[config.mk]
export PLATFORM = sky130hd
export DESIGN_NAME = uart_status_tx_flat
export DESIGN_NICKNAME = d
export VERILOG_FILES = /design/src/rtl/uart_status_pkg.sv /design/src/rtl/uart_status_tx_if.sv /design/src/rtl/uart_tx_core.sv /design/src/rtl/uart_status_tx.sv /design/src/flat_wrapper.sv
export SDC_FILE = /design/constraint.sdc
export NUM_CORES = 1
export LEC_CHECK = 0
export CORE_ASPECT_RATIO = 0.8
export CORE_UTILIZATION = 40
export DETAILED_ROUTE_END_ITERATION = 8
export SLEW_MARGIN = 15
export SYNTH_ARGS = -nofsm -noshare
export SYNTH_HDL_FRONTEND = slang
export SYNTH_HIERARCHICAL = 1
export SYNTH_SLANG_ARGS = --single-unit
[constraint.sdc]
create_clock -name clk -period 7.95 [get_ports clk]
set_input_delay 0.795 -clock clk [delete_from_list [all_inputs] [get_ports clk]]
set_output_delay 0.795 -clock clk [all_outputs]
set_load 0.01 [all_outputs]
[src/rtl/uart_status_pkg.sv]
// Shared types, ASCII constants and the message byte table for the
// UART status reporter.
package uart_status_pkg;

  typedef enum logic [1:0] {IDLE, START, DATA, STOP} core_state_t;
  typedef enum logic {SEQ_IDLE, SEQ_SEND} seq_state_t;

  localparam logic [7:0] ASCII_X  = 8'h58;
  localparam logic [7:0] ASCII_Y  = 8'h59;
  localparam logic [7:0] ASCII_EQ = 8'h3D;
  localparam logic [7:0] ASCII_SP = 8'h20;
  localparam logic [7:0] ASCII_CR = 8'h0D;
  localparam logic [7:0] ASCII_LF = 8'h0A;
  localparam logic [7:0] ASCII_0  = 8'h30;
  localparam logic [7:0] ASCII_Q  = 8'h3F;

  localparam int MSG_LEN = 9;

  // Out-of-range coordinates show up as '?' so the host notices them.
  function automatic logic [7:0] ascii_digit(input logic [7:0] v);
    return (v <= 8'd9) ? (ASCII_0 + v) : ASCII_Q;
  endfunction

  // Line layout: "X=<dx> Y=<dy>\r\n"
  function automatic logic [7:0] msg_byte(input logic [3:0] idx,
                                          input logic [7:0] sx,
                                          input logic [7:0] sy);
    case (idx)
      4'd0:    return ASCII_X;
      4'd1:    return ASCII_EQ;
      4'd2:    return ascii_digit(sx);
      4'd3:    return ASCII_SP;
      4'd4:    return ASCII_Y;
      4'd5:    return ASCII_EQ;
      4'd6:    return ascii_digit(sy);
      4'd7:    return ASCII_CR;
      default: return ASCII_LF;
    endcase
  endfunction

endpackage

[src/rtl/uart_status_tx_if.sv]
// Coordinate inputs, request strobe and serial/status outputs of the
// status reporter, bundled for connection to the keyboard side.
interface uart_status_tx_if;
  logic [7:0] x;
  logic [7:0] y;
  logic       send_req;
  logic       tx;
  logic       busy;
  logic       msg_done;

  modport master (output x, y, send_req, input tx, busy, msg_done);
  modport slave  (input x, y, send_req, output tx, busy, msg_done);
endinterface

[src/rtl/uart_tx_core.sv]
// 8N1 byte serialiser. A load while the final stop cycle is flagged by done
// chains straight into the next start bit with no idle gap.
module uart_tx_core
  import uart_status_pkg::*;
#(
  parameter int CLKS_PER_BIT = 868
) (
  input  logic       clk,
  input  logic       reset,
  input  logic       load,
  input  logic [7:0] din,
  output logic       tx,
  output logic       done,
  output logic       ready
);

  localparam int CW = (CLKS_PER_BIT > 1) ? $clog2(CLKS_PER_BIT) : 1;
  localparam logic [CW-1:0] LAST_CNT = CW'(CLKS_PER_BIT - 1);
  localparam logic [CW-1:0] DONE_CNT = CW'(CLKS_PER_BIT - 2);
  localparam logic [CW-1:0] ONE      = CW'(1);

  core_state_t   state;
  logic [CW-1:0] baud_cnt;
  logic [2:0]    bit_cnt;
  logic [7:0]    shift_reg;
  logic          tick;

  assign tick  = (baud_cnt == LAST_CNT);
  assign ready = (state == IDLE);

  always_ff @(posedge clk) begin
    if (reset) begin
      state     <= IDLE;
      tx        <= 1'b1;
      done      <= 1'b0;
      baud_cnt  <= '0;
      bit_cnt   <= '0;
      shift_reg <= '0;
    end else begin
      done <= 1'b0;
      case (state)
        IDLE: begin
          tx <= 1'b1;
          if (load) begin
            shift_reg <= din;
            baud_cnt  <= '0;
            tx        <= 1'b0;
            state     <= START;
          end
        end
        START: begin
          if (tick) begin
            baud_cnt <= '0;
            bit_cnt  <= '0;
            tx       <= shift_reg[0];
            state    <= DATA;
          end else begin
            baud_cnt <= baud_cnt + ONE;
          end
        end
        DATA: begin
          if (tick) begin
            baud_cnt <= '0;
            if (bit_cnt == 3'd7) begin
              tx    <= 1'b1;
              state <= STOP;
            end else begin
              bit_cnt   <= bit_cnt + 3'd1;
              shift_reg <= {1'b0, shift_reg[7:1]};
              tx        <= shift_reg[1];
            end
          end else begin
            baud_cnt <= baud_cnt + ONE;
          end
        end
        STOP: begin
          if (tick) begin
            baud_cnt <= '0;
            if (load) begin
              shift_reg <= din;
              tx        <= 1'b0;
              state     <= START;
            end else begin
              state <= IDLE;
            end
          end else begin
            baud_cnt <= baud_cnt + ONE;
            // Raised one cycle early so done covers exactly the last stop cycle.
            done     <= (baud_cnt == DONE_CNT);
          end
        end
        default: state <= IDLE;
      endcase
    end
  end

endmodule

[src/rtl/uart_status_tx.sv]
// Status line sequencer: snapshots x/y, walks the 9-byte message through
// the serialiser and queues one follow-up when a trigger arrives mid-message.
module uart_status_tx
  import uart_status_pkg::*;
#(
  parameter int CLKS_PER_BIT = 868,
  parameter int MSG_LEN      = uart_status_pkg::MSG_LEN
) (
  input  logic             clk,
  input  logic             reset,
  uart_status_tx_if.slave  bus
);

  localparam logic [3:0] LAST_IDX = 4'(MSG_LEN - 1);

  seq_state_t seq_state;
  logic [7:0] sx;
  logic [7:0] sy;
  logic       pending;
  logic [3:0] byte_idx;
  logic       busy_reg;

  logic       trig;
  logic       last_byte;
  logic       load;
  logic [7:0] din;
  logic       core_tx;
  logic       core_done;
  logic       core_ready;

  // Snapshot resets to FFFF, which no real target matches, forcing a first message.
  assign trig      = bus.send_req | ({bus.x, bus.y} != {sx, sy});
  assign last_byte = (byte_idx == LAST_IDX);

  always_comb begin
    load = 1'b0;
    din  = msg_byte(4'd0, sx, sy);
    case (seq_state)
      SEQ_IDLE: load = (trig | pending) & core_ready;
      SEQ_SEND: begin
        if (core_done && !last_byte) begin
          load = 1'b1;
          din  = msg_byte(byte_idx + 4'd1, sx, sy);
        end
      end
      default: load = 1'b0;
    endcase
  end

  always_ff @(posedge clk) begin
    if (reset) begin
      seq_state <= SEQ_IDLE;
      sx        <= 8'hFF;
      sy        <= 8'hFF;
      pending   <= 1'b0;
      byte_idx  <= '0;
      busy_reg  <= 1'b0;
    end else begin
      case (seq_state)
        SEQ_IDLE: begin
          if ((trig || pending) && core_ready) begin
            sx        <= bus.x;
            sy        <= bus.y;
            pending   <= 1'b0;
            byte_idx  <= '0;
            busy_reg  <= 1'b1;
            seq_state <= SEQ_SEND;
          end
        end
        SEQ_SEND: begin
          if (trig)
            pending <= 1'b1;
          if (core_done) begin
            if (last_byte) begin
              busy_reg  <= 1'b0;
              seq_state <= SEQ_IDLE;
            end else begin
              byte_idx <= byte_idx + 4'd1;
            end
          end
        end
        default: seq_state <= SEQ_IDLE;
      endcase
    end
  end

  uart_tx_core #(
    .CLKS_PER_BIT(CLKS_PER_BIT)
  ) u_core (
    .clk   (clk),
    .reset (reset),
    .load  (load),
    .din   (din),
    .tx    (core_tx),
    .done  (core_done),
    .ready (core_ready)
  );

  assign bus.tx       = core_tx;
  assign bus.busy     = busy_reg;
  assign bus.msg_done = (seq_state == SEQ_SEND) & core_done & last_byte;

endmodule

[src/flat_wrapper.sv]
// flat-port wrapper written by rule: the top's interface ports become plain ports
module uart_status_tx_flat import uart_status_pkg::*;
#(
  parameter int CLKS_PER_BIT = 868,
  parameter int MSG_LEN      = uart_status_pkg::MSG_LEN
)
  (clk, reset, bus_x, bus_y, bus_send_req, bus_tx, bus_busy, bus_msg_done);
  uart_status_tx_if bus_i ();
  input  logic clk;
  input  logic reset;
  input wire logic [$bits(bus_i.x)-1:0] bus_x;
  input wire logic [$bits(bus_i.y)-1:0] bus_y;
  input wire logic [$bits(bus_i.send_req)-1:0] bus_send_req;
  output wire logic [$bits(bus_i.tx)-1:0] bus_tx;
  output wire logic [$bits(bus_i.busy)-1:0] bus_busy;
  output wire logic [$bits(bus_i.msg_done)-1:0] bus_msg_done;
  assign bus_i.x = bus_x;
  assign bus_i.y = bus_y;
  assign bus_i.send_req = bus_send_req;
  assign bus_tx = bus_i.tx;
  assign bus_busy = bus_i.busy;
  assign bus_msg_done = bus_i.msg_done;
  uart_status_tx #(.CLKS_PER_BIT(CLKS_PER_BIT), .MSG_LEN(MSG_LEN)) u_core (.clk(clk), .reset(reset), .bus(bus_i));
endmodule
-- Word level (Yosys, flattened, before mapping)
Index checks and enable logic that the tools add are counted.
- magnitude comparators: 2
- mux-type cells: 48
- reduce and logical (&&, ||, !) cells: 19
- equal/unequal tests: 27
- add/subtract/negate cells: 5
- bitwise operators: 7
- operators with widths (kind ; number):
    two-way mux 8 bit ; 8
    case mux 8 bit (7 select lines) ; 1
    case mux 8 bit (3 select lines) ; 1
    != test 2 bit (second input constant) ; 11
    == test 10 bit (second input constant) ; 2
    two-way mux 10 bit ; 2
    case mux 10 bit (2 select lines) ; 1
    adder 6 x 8 -> 8 bit (first input constant) ; 2
    == test 4 x 3 -> 1 bit (second input constant) ; 4
    <= comparator 8 x 4 -> 1 bit (second input constant) ; 2
    two-way mux 1 bit ; 16
    != test 16 bit ; 1
    two-way mux 4 bit ; 3
    AND reduction 4 bit ; 3
    adder 10 x 1 -> 10 bit (second input constant) ; 1
    two-way mux 2 bit ; 5
    two-way mux 3 bit ; 3
    == test 4 x 2 -> 1 bit (second input constant) ; 2
    case mux 1 bit (2 select lines) ; 4
    case mux 2 bit (4 select lines) ; 1
    case mux 4 bit (2 select lines) ; 1
    case mux 3 bit (2 select lines) ; 1
    AND reduction 3 bit ; 2
    OR reduction 3 bit ; 2
    22 further kinds ; 29
- output and inout bits: 3
- input bits: 19
- register bits: 48
- logic and storage cells: 120

-- Depth between registers and ports, before layout
Gate-level depths: netlist (run 1).
- depth in word-level cells: 9
- mapped depth: 11
- gate-level depth less buffers: 10

-- Cells and area by module
Netlist (run 1), hierarchy kept.
- modules (own cells, without submodules) (module ; sequential area each (um2) ; cells each ; times used ; area an instance (um2)):
    uart_status_tx ; 460.4 ; 208 ; 1 ; 1599.0
    uart_tx_core ; 500.5 ; 161 ; 1 ; 1440.1

-- Worst setup path after synthesis (run 1)
Ideal clock, no wire load.
- path kind: input to register
- start point: input port bus_x[7]
- end point: register u_core.u_core.baud_cnt[7]
- stages: 11
- arrival time: 2.791 ns
- setup slack: 5.085 ns
- required time: 7.876 ns
- library setup time: 0.074 ns
- path buffers: 2
- cells stage by stage: xnor2_1 -> nand4_1 -> or4_1 -> buf_2 -> o21ai_0 -> nand2_1 -> nor2b_1 -> buf_1 -> nor2b_1 -> a21oi_1 -> o21ai_0
- cells in the longest elaborated chain, start to end: 6
- ends and longest elaborated chain (element ; line ; text):
    start, declared ; flat_wrapper.sv:11 ; input wire logic [$bits(bus_i.x)-1:0] bus_x;
    != test 16 bit ; uart_status_tx.sv:32 ; assign trig = bus.send_req | ({bus.x, bus.y} != {sx, sy});
    bitwise OR 1 bit ; uart_status_tx.sv:32 ;
    bitwise OR 1 bit ; uart_status_tx.sv:39 ; SEQ_IDLE: load = (trig | pending) & core_ready;
    bitwise AND 1 bit ; uart_status_tx.sv:39 ;
    case mux 1 bit (2 select lines) ; uart_status_tx.sv:38 ; case (seq_state)
    named net u_core.load ; uart_status_tx.sv:25 ; logic load;
    != test 2 bit (no line) ; -- ;
    end signal, assigned ; uart_tx_core.sv:58 ; baud_cnt <= baud_cnt + ONE;
    end signal, assigned ; uart_tx_core.sv:73 ; baud_cnt <= baud_cnt + ONE;
    end signal, assigned ; uart_tx_core.sv:87 ; baud_cnt <= baud_cnt + ONE;
    end, declared ; uart_tx_core.sv:23 ; logic [CW-1:0] baud_cnt;
The timed path passes the listed nets, and every way through them passes these cells.
A chain may end at the register's enable or synchronous reset.

-- Worst setup path in the final report (run 1)
- start point: input port bus_y[0]
- end point: register u_core.u_core.baud_cnt[8]
- cells in the longest elaborated chain, start to end: 6
- ends and longest elaborated chain (element ; line ; text):
    start, declared ; flat_wrapper.sv:12 ; input wire logic [$bits(bus_i.y)-1:0] bus_y;
    != test 16 bit ; uart_status_tx.sv:32 ;
    bitwise OR 1 bit ; uart_status_tx.sv:32 ;
    bitwise OR 1 bit ; uart_status_tx.sv:39 ;
    bitwise AND 1 bit ; uart_status_tx.sv:39 ;
    case mux 1 bit (2 select lines) ; uart_status_tx.sv:38 ;
    named net u_core.load ; uart_status_tx.sv:25 ;
    != test 2 bit (no line) ; -- ;
The timed path passes the listed nets, and every way through them passes these cells.

==> flow_summary.json, run 1 <==
{
  "result_of_the_run": "completed",
  "die_height_um": 80.0,
  "floorplan.core_area_um2": 7390,
  "yosysUniqueCellTypes": 56,
  "synth_enable_flop_cells": 0,
  "grt.met2_usage_pct": 27.1,
  "layout_common_cells": "dfxtp_1, nand2_1, a21oi_1",
  "post_cts_resized": 0,
  "timing_worst_setup_path_type": "in -> reg",
  "grt_util_all_layers_pct": 18.8,
  "root_buffer": "clkbuf_8",
  "avgViaCountPerCell": 5.57,
  "antenna_left": 0,
  "num_antenna_cells": 0,
  "syn-cell-area_um2": 3040,
  "io-pin-count": 22,
  "layout_commonest_cell": "dfxtp_1",
  "cts.clk_slew.worst_paths_ns": 0.09,
  "area_growth_pct": 11.6,
  "worstHoldPathCells": 2,
  "fin_area_um2": 3390,
  "tritoncts_num_sinks": 48,
  "cts_inserted_buffers": 5,
  "layout_worst_path_cycle_share_pct": 50.7,
  "io_buffers": 21,
  "die_width_um": 99.5,
  "power.ir.vdd_worst_uv": 86.1,
  "drv_slew": 0,
  "most_congested_layer_reported_by_global_routing": "met1",
  "yosysWarnings": 6,
  "hold_buf_count_cts": 0,
  "worstPathMaxFanout": 14,
  "drt_wl_total_um": 7000,
  "clk-insertion-delay-late_ns": 0.30,
  "hold_viol_final": 0,
  "synth.yosys.seq_area_share_pct": 31.6,
  "cts.htree.levels": 2,
  "die_area_um2": 7950,
  "synth.ff_latch_count": 48,
  "min_path_type": "reg -> reg",
  "syn-num-nets": 404,
  "finalWeightedCongestion": 0.864,
  "wire_per_inst_um": 14.5,
  "met1_track_utilization_from_global_routing_pct": 28.5,
  "fillers": 739,
  "period_minus_slack_ns": 4.03,
  "grt_first_pass_wirelength_um": 12000,
  "max_clock_freq_mhz": 248,
  "pin_count_of_the_biggest_net_entering_global_routing": 36,
  "placement.cell_area_um2": 3280,
  "rsz0062_at_grt": "false",
  "via_count_of_the_first_global_routing_pass": 2437,
  "setup_viol_count_final": 0,
  "setup.worst_path.start_class": "primary input",
  "netlist_top_cells_area": "dfxtp_1, ha_1, o211ai_1",
  "half_perimeter_wire_length_of_the_detailed_placement_result_um": 5120,
  "grt_remaining_overflow": 0,
  "clock_skew_ns": 0.00890,
  "regMostFlops": "u_core/u_core/baud_cnt",
  "dominantRegCellSynth": "dfxtp_1",
  "post-route-util_pct": 45.9,
  "reg2reg_depth": 9,
  "firstDrtPassIters": 6,
  "cts_tree": "yes",
  "asyncSetResetFlopFracSynth_pct": 0,
  "drc_violations_left": 0,
  "grt_antenna_before_repair": 0,
  "cts.path.max_buffers": 2,
  "whs_ns": 0.463,
  "post-synth-top-area-fraction_pct": 31.6,
  "max_ffs_per_register": 10,
  "drv_cap": 0,
  "cp_data_required_time_ns": 8.18,
  "placementRows": 28,
  "synth.avg_cell_area_um2": 8.24,
  "post_cts.repair.setup_buffers": 0,
  "synthesized_instance_count": 369,
  "power_per_standard_cell_area_nw_per_um2": 263,
  "global_route.usage.met3_pct": 3.15,
  "nets": 413,
  "tns_ns": 0,
  "max_slew.worst_pin.slew_ns": 1.04,
  "final_layout_size_suffix_gt1_share_pct": 5.28,
  "arrival_ns": 4.27,
  "netlist.top_cell.by_area": "dfxtp_1",
  "vias": 2697,
  "starting_density_of_the_core_pct": 41.1,
  "dr.first_iter.drc_count": 166,
  "worst_slew_margin_rel_pct": 30.5,
  "endpoint_kind": "flip-flop",
  "static-leakage-power_uw": 0.00123
}
==> path summary, 6_finish.rpt <==
kind,slack (ns),from,endpoint
max,3.92,bus_y[0],u_core/u_core/baud_cnt[8]
min,0.46,u_core/u_core/bit_cnt[1],u_core/u_core/bit_cnt[1]
max reg2reg,4.49,u_core/sy[0],u_core/u_core/baud_cnt[8]
min reg2reg,0.46,u_core/u_core/bit_cnt[1],u_core/u_core/bit_cnt[1]
==> report_power, final <==
part / internal (uW) / total (uW) / leakage [uW] / switching (uW)
combinational: 144 / 347 / 0.000777 / 203
clock: 93.2 / 179 / 0.0000541 / 86.2
sequential: 307 / 365 / 0.000395 / 58.0
total: 544 / 891 / 0.00123 / 347
==> per-stage QoR <==
step,std cells,power (uW),setup WS (ns)
6_report,484,891,3.92
5_1_grt,484,965,3.59
4_1_cts,484,895,4.01
3_5_place_dp,476,712,3.70
3_3_place_gp,476,710,3.69
2_1_floorplan,369,619,5.08
==> per-layer routing <==
layer	vias to the layer above	wire length (um)
met1	1279	3890
met2	46	2860
li1	1370	-
met4	0	27
met5	-	0
met3	2	233
==> kinds of logic (layout without fill, tap and decap cells) <==
| kind of cell | Yosys count | after routing | synth area share (%) |
|---|---|---|---|
| compound gates | 121 | 121 | 26.6 |
| xor+xnor | 20 | 20 | 5.76 |
| fa+ha+maj | 16 | 16 | 6.59 |
| buf+inv | 49 | 59 | 7.37 |
| flops | 48 | 48 | 31.6 |
| mux | 10 | 10 | 3.29 |
| other cells | 1 | 1 | 0.123 |
| simple gates | 104 | 104 | 18.7 |
==> final cells by class <==
class	count	area, um2	share of cell area, %
Clock inverter	3	42.5	1.25
Inverter	27	101	2.99
Tap cell	105	131	3.87
Clock buffer	5	68.8	2.03
Multi-Input combinational cell	272	1850	54.7
Timing Repair Buffer	24	233	6.86
Sequential cell	48	961	28.3
==> synthesized netlist by cell type, types with 6 or more instances <==
library cell,instances
a31oi_1,9
nor4_1,6
nand3_1,13
clkbuf_1,10
xor2_1,14
o21ai_0,26
xnor2_1,6
inv_1,26
a211oi_1,6
a311oi_1,7
dfxtp_1,48
nor2b_1,6
ha_1,16
nor3_1,6
nor2_1,16
mux2i_1,10
nand2_1,28
o211ai_1,24
a21oi_1,27
==> worst max-delay path, stage by stage <==
cell and delay (ns):
clkdlybuf4s50_1 0.45, xor2_1 0.16, nor4_1 0.48, nand3_1 0.56, o21ai_0 0.59, nand2_1 0.23, nor2b_1 0.50, nor2b_1 0.29
a21oi_1 0.06, o21ai_0 0.16
No activity file was read; power rests on OpenSTA's default activity.
==> run 2, diff against run 1 <==
==> constraint.sdc (replaced) <==
create_clock -name clk -period 3.65 [get_ports clk]
set_input_delay 0.365 -clock clk [delete_from_list [all_inputs] [get_ports clk]]
set_output_delay 0.365 -clock clk [all_outputs]
set_load 0.01 [all_outputs]
==> run 2 against run 1 <==
Net effect: first-iteration DRC count grew 22%; combinational power grew 120%; setup slack lost 3.0 ns; utilization grew 0.51 points; final area grew 1.1%; clock-buffer cell count is the same; critical path depth grew 1; cell count grew 1.0%; sequential power grew 120%; routed wire length grew 2.8%; critical endpoint is now u_core/u_core/baud_cnt[7]; largest power group unchanged.
==> flow_summary.json, run 2 (synthesis results as in run 1) <==
{
  "result_of_the_run": "completed",
  "arrival_ns": 3.02,
  "static-leakage-power_uw": 0.00125,
  "nets": 418,
  "cts_tree": "yes",
  "grt_util_all_layers_pct": 19.5,
  "power.ir.vdd_worst_uv": 236,
  "clk-insertion-delay-late_ns": 0.31,
  "drv_slew": 0,
  "cts.path.max_buffers": 2,
  "max_slew.worst_pin.slew_ns": 1.05,
  "clock_skew_ns": 0.0105,
  "avgViaCountPerCell": 5.46,
  "max_clock_freq_mhz": 360,
  "placement.cell_area_um2": 3320,
  "pin_count_of_the_biggest_net_entering_global_routing": 35,
  "worst_slew_margin_rel_pct": 29.9,
  "setup.worst_path.start_class": "primary input",
  "layout_common_cells": "dfxtp_1, nand2_1, a21oi_1",
  "cts.clk_slew.worst_paths_ns": 0.10,
  "min_path_type": "reg -> reg",
  "drt_wl_total_um": 7200,
  "setup_viol_count_final": 0,
  "power_per_standard_cell_area_nw_per_um2": 572,
  "fin_area_um2": 3430,
  "vias": 2671,
  "die_width_um": 99.5,
  "floorplan.core_area_um2": 7390,
  "drc_violations_left": 0,
  "period_minus_slack_ns": 2.78,
  "regMostFlops": "u_core/u_core/baud_cnt",
  "hold_viol_final": 0,
  "dr.first_iter.drc_count": 203,
  "via_count_of_the_first_global_routing_pass": 2471,
  "layout_worst_path_cycle_share_pct": 76.2,
  "io-pin-count": 22,
  "firstDrtPassIters": 4,
  "half_perimeter_wire_length_of_the_detailed_placement_result_um": 5240,
  "tns_ns": 0,
  "grt_remaining_overflow": 0,
  "cp_data_required_time_ns": 3.89,
  "placementRows": 28,
  "num_antenna_cells": 0,
  "tritoncts_num_sinks": 48,
  "final_layout_size_suffix_gt1_share_pct": 6.51,
  "die_area_um2": 7950,
  "cts_inserted_buffers": 5,
  "reg2reg_depth": 10,
  "post_cts_resized": 0,
  "area_growth_pct": 12.8,
  "rsz0062_at_grt": "false",
  "worstPathMaxFanout": 9,
  "drv_cap": 0,
  "cts.htree.levels": 2,
  "io_buffers": 21,
  "grt_first_pass_wirelength_um": 12400,
  "antenna_left": 0,
  "hold_buf_count_cts": 0,
  "layout_commonest_cell": "dfxtp_1",
  "timing_worst_setup_path_type": "in -> reg",
  "post_cts.repair.setup_buffers": 0,
  "finalWeightedCongestion": 0.820,
  "endpoint_kind": "flip-flop",
  "wire_per_inst_um": 14.7,
  "root_buffer": "clkbuf_8",
  "grt_antenna_before_repair": 0,
  "reg2reg_slack_ns": 1.03,
  "max_ffs_per_register": 10,
  "die_height_um": 80.0,
  "worstHoldPathCells": 2,
  "starting_density_of_the_core_pct": 41.1
}
## run 2: cell types whose count changed in the layout (fill, tap and decap cells not counted), sizes merged
cell,previous run,this run
buf,3,8
## run 2: cell type report
cell class,instances,area [um2]
fillers,763,3960
multi-input cells,272,1850
flip-flops and latches,48,961
repair buffers,29,270
well taps,105,131
inverters,27,101
clock buffers,5,68.8
clock inverters,3,42.5
## run 2: metal layers
layer | track usage (%) | wire length, um
met3 | 3.33 | 242
met5 | 0 | 0
met2 | 26.5 | 2850
met4 | 4.85 | 57
met1 | 30.8 | 4050
## run 2: final timing paths
check                              endpoint                     start
setup / recovery  u_core/u_core/baud_cnt[7]                  bus_x[2]
hold / removal     u_core/u_core/bit_cnt[2]  u_core/u_core/bit_cnt[2]
setup reg to reg  u_core/u_core/baud_cnt[7]              u_core/sx[2]
hold reg to reg    u_core/u_core/bit_cnt[2]  u_core/u_core/bit_cnt[2]
## run 2: through the flow
stage | power (uW) | hold WS (ns) | std cells | util [%] | worst slack (ns)
global placement | 1560 | 0.444 | 481 | 44.9 | 0.652
finish | 1960 | 0.462 | 489 | 46.4 | 0.869
detailed placement | 1570 | 0.451 | 481 | 44.9 | 0.536
CTS | 1970 | 0.465 | 489 | 46.4 | 0.863
global route | 2110 | 0.476 | 489 | 46.4 | 0.611
floorplan | 1350 | 0.434 | 369 | - | 0.986
## run 2: report_power, final
group	total (uW)	switching (uW)	internal, uW
clock network	395	192	203
registers	796	128	668
logic	771	446	325
## run 2: critical path, cell delays in order
cell and delay, ns:
clkdlybuf4s50_1 0.50, xnor2_1 0.14, nand4_1 0.16, or4_1 0.52, o21ai_0 0.37, nand2_1 0.20, nor2b_1 0.14, buf_4 0.17
nor2b_1 0.23, a21oi_1 0.06, o21ai_0 0.16
==> run 3, diff against run 2 <==
==> constraint.sdc (replaced) <==
create_clock -name clk -period 2.8 [get_ports clk]
set_input_delay 0.28 -clock clk [delete_from_list [all_inputs] [get_ports clk]]
set_output_delay 0.28 -clock clk [all_outputs]
set_load 0.01 [all_outputs]
==> run 3 against run 2 <==
Net effect: sequential power grew 31%; power is 34% higher; clock skew increased by 0.00099 ns; setup slack worse by 0.58 ns; critical path type unchanged; utilization grew 0.98 points; sequential share of layout area is 0.58 points lower; non-clock buffer count grew 8; flip-flop and latch count unchanged; routed wire length rose by 2.3%; first-iteration DRC count down 35%; highest routed layer unchanged; via count up 0.97%.
==> flow_summary.json, run 3 (synthesis results as in run 1) <==
{
  "drc_violations_left": 0,
  "area_growth_pct": 15.2,
  "max_ffs_per_register": 10,
  "drv_cap": 0,
  "wire_per_inst_um": 14.8,
  "finalWeightedCongestion": 0.863,
  "via_count_of_the_first_global_routing_pass": 2519,
  "period_minus_slack_ns": 2.51,
  "cts.htree.levels": 2,
  "cp-startpoint": "bus_x[2]",
  "cts.clk_slew.worst_paths_ns": 0.10,
  "worst_slew_margin_rel_pct": 57.7,
  "result_of_the_run": "completed",
  "clk-insertion-delay-late_ns": 0.30,
  "worstPathMaxFanout": 4,
  "hold_buf_count_cts": 0,
  "setup.worst_path.start_class": "primary input",
  "post_cts_resized": 0,
  "hold_viol_final": 0,
  "grt_first_pass_wirelength_um": 12500,
  "whs_ns": 0.458,
  "half_perimeter_wire_length_of_the_detailed_placement_result_um": 5420,
  "die_height_um": 80.0,
  "max_clock_freq_mhz": 399,
  "pin_count_of_the_biggest_net_entering_global_routing": 35,
  "layout_common_cells": "dfxtp_1, nand2_1, a21oi_1",
  "die_width_um": 99.5,
  "layout_commonest_cell": "dfxtp_1",
  "cts.path.max_buffers": 2,
  "dr.first_iter.drc_count": 132,
  "power.ir.vdd_worst_uv": 273,
  "regToRegStartpoint": "u_core/sx[2]",
  "timing_worst_setup_path_type": "in -> reg",
  "nets": 426,
  "firstDrtPassIters": 4,
  "post_cts.repair.setup_buffers": 0,
  "tritoncts_num_sinks": 48,
  "num_antenna_cells": 0,
  "cts_inserted_buffers": 5,
  "drv_slew": 0,
  "setup_viol_count_final": 0,
  "starting_density_of_the_core_pct": 41.1,
  "avgViaCountPerCell": 5.43,
  "grt_remaining_overflow": 0,
  "antenna_left": 0,
  "die_area_um2": 7950,
  "root_buffer": "clkbuf_8",
  "final_layout_size_suffix_gt1_share_pct": 8.42,
  "cts_tree": "yes",
  "final_cell_count_no_fill": 497,
  "grt_antenna_before_repair": 0,
  "io_buffers": 21,
  "endpoint_kind": "flip-flop",
  "rsz0062_at_grt": "false",
  "static-leakage-power_uw": 0.00129,
  "cp_data_required_time_ns": 3.02,
  "power_per_standard_cell_area_nw_per_um2": 751,
  "post-route-util_pct": 47.4,
  "clock_skew_ns": 0.0115,
  "drt_wl_total_um": 7370,
  "placedCellCount": 489,
  "max_slew.worst_pin.slew_ns": 0.632,
  "arrival_ns": 2.73,
  "grt_util_all_layers_pct": 19.7,
  "layout_worst_path_cycle_share_pct": 89.6,
  "min_path_type": "reg -> reg",
  "io-pin-count": 22,
  "regMostFlops": "u_core/u_core/baud_cnt",
  "floorplan.core_area_um2": 7390,
  "vias": 2697,
  "hp-start": "u_core/u_core/bit_cnt[1]",
  "placementRows": 28
}
==> run 3: final timing paths <==
path | to | slack (ns) | cells after the start
max reg2reg | u_core/u_core/baud_cnt[7] | 0.38 | 9
min | u_core/u_core/bit_cnt[1] | 0.46 | 2
min reg2reg | u_core/u_core/bit_cnt[1] | 0.46 | 2
max | u_core/u_core/baud_cnt[7] | 0.29 | 10
==> run 3: metrics by stage <==
stage          total power (uW)  setup WS, ns  TNS (ns)  cell area (um2)
6_report                   2630         0.291         0             3500
5_1_grt                    2830        0.0906         0             3500
3_3_place_gp               2110       0.00755         0             3390
3_5_place_dp               2130        -0.162    -0.502             3390
2_1_floorplan              1760         0.136         0             3040
4_1_cts                    2640         0.153         0             3500
==> run 3: metal layers <==
| layer | share of wire, % | vias up | wire length (um) | global-route usage (%) |
|---|---|---|---|---|
| li1 | - | 1393 | - | - |
| met1 | 54 | 1252 | 3990 | 30.7 |
| met2 | 41 | 50 | 3000 | 28.1 |
| met3 | 4.5 | 2 | 334 | 3.15 |
| met4 | 0.53 | 0 | 39 | 3.53 |
| met5 | 0 | - | 0 | 0 |
==> run 3: layout make-up <==
cell class	instances	area (um2)
Fill cell	748	3890
Multi-Input combinational cell	272	1850
Sequential cell	48	961
Timing Repair Buffer	37	343
Tap cell	105	131
Inverter	27	101
Clock buffer	5	68.8
Clock inverter	3	42.5
==> run 3: critical path: stages <==
cell             delay (ns)
clkdlybuf4s50_1        0.50
xnor2_1                0.14
nand4_1                0.15
or4_1                  0.51
o21ai_1                0.23
nand2_1                0.16
nor2b_1                0.26
nor2b_1                0.24
a21oi_1                0.05
o21ai_0                0.20
==> run 3: report_power, final <==
part           switching, uW  leakage (uW)  internal (uW)
Sequential               168      0.000395            871
Combinational            597      0.000844            487
Clock                    244     0.0000541            265
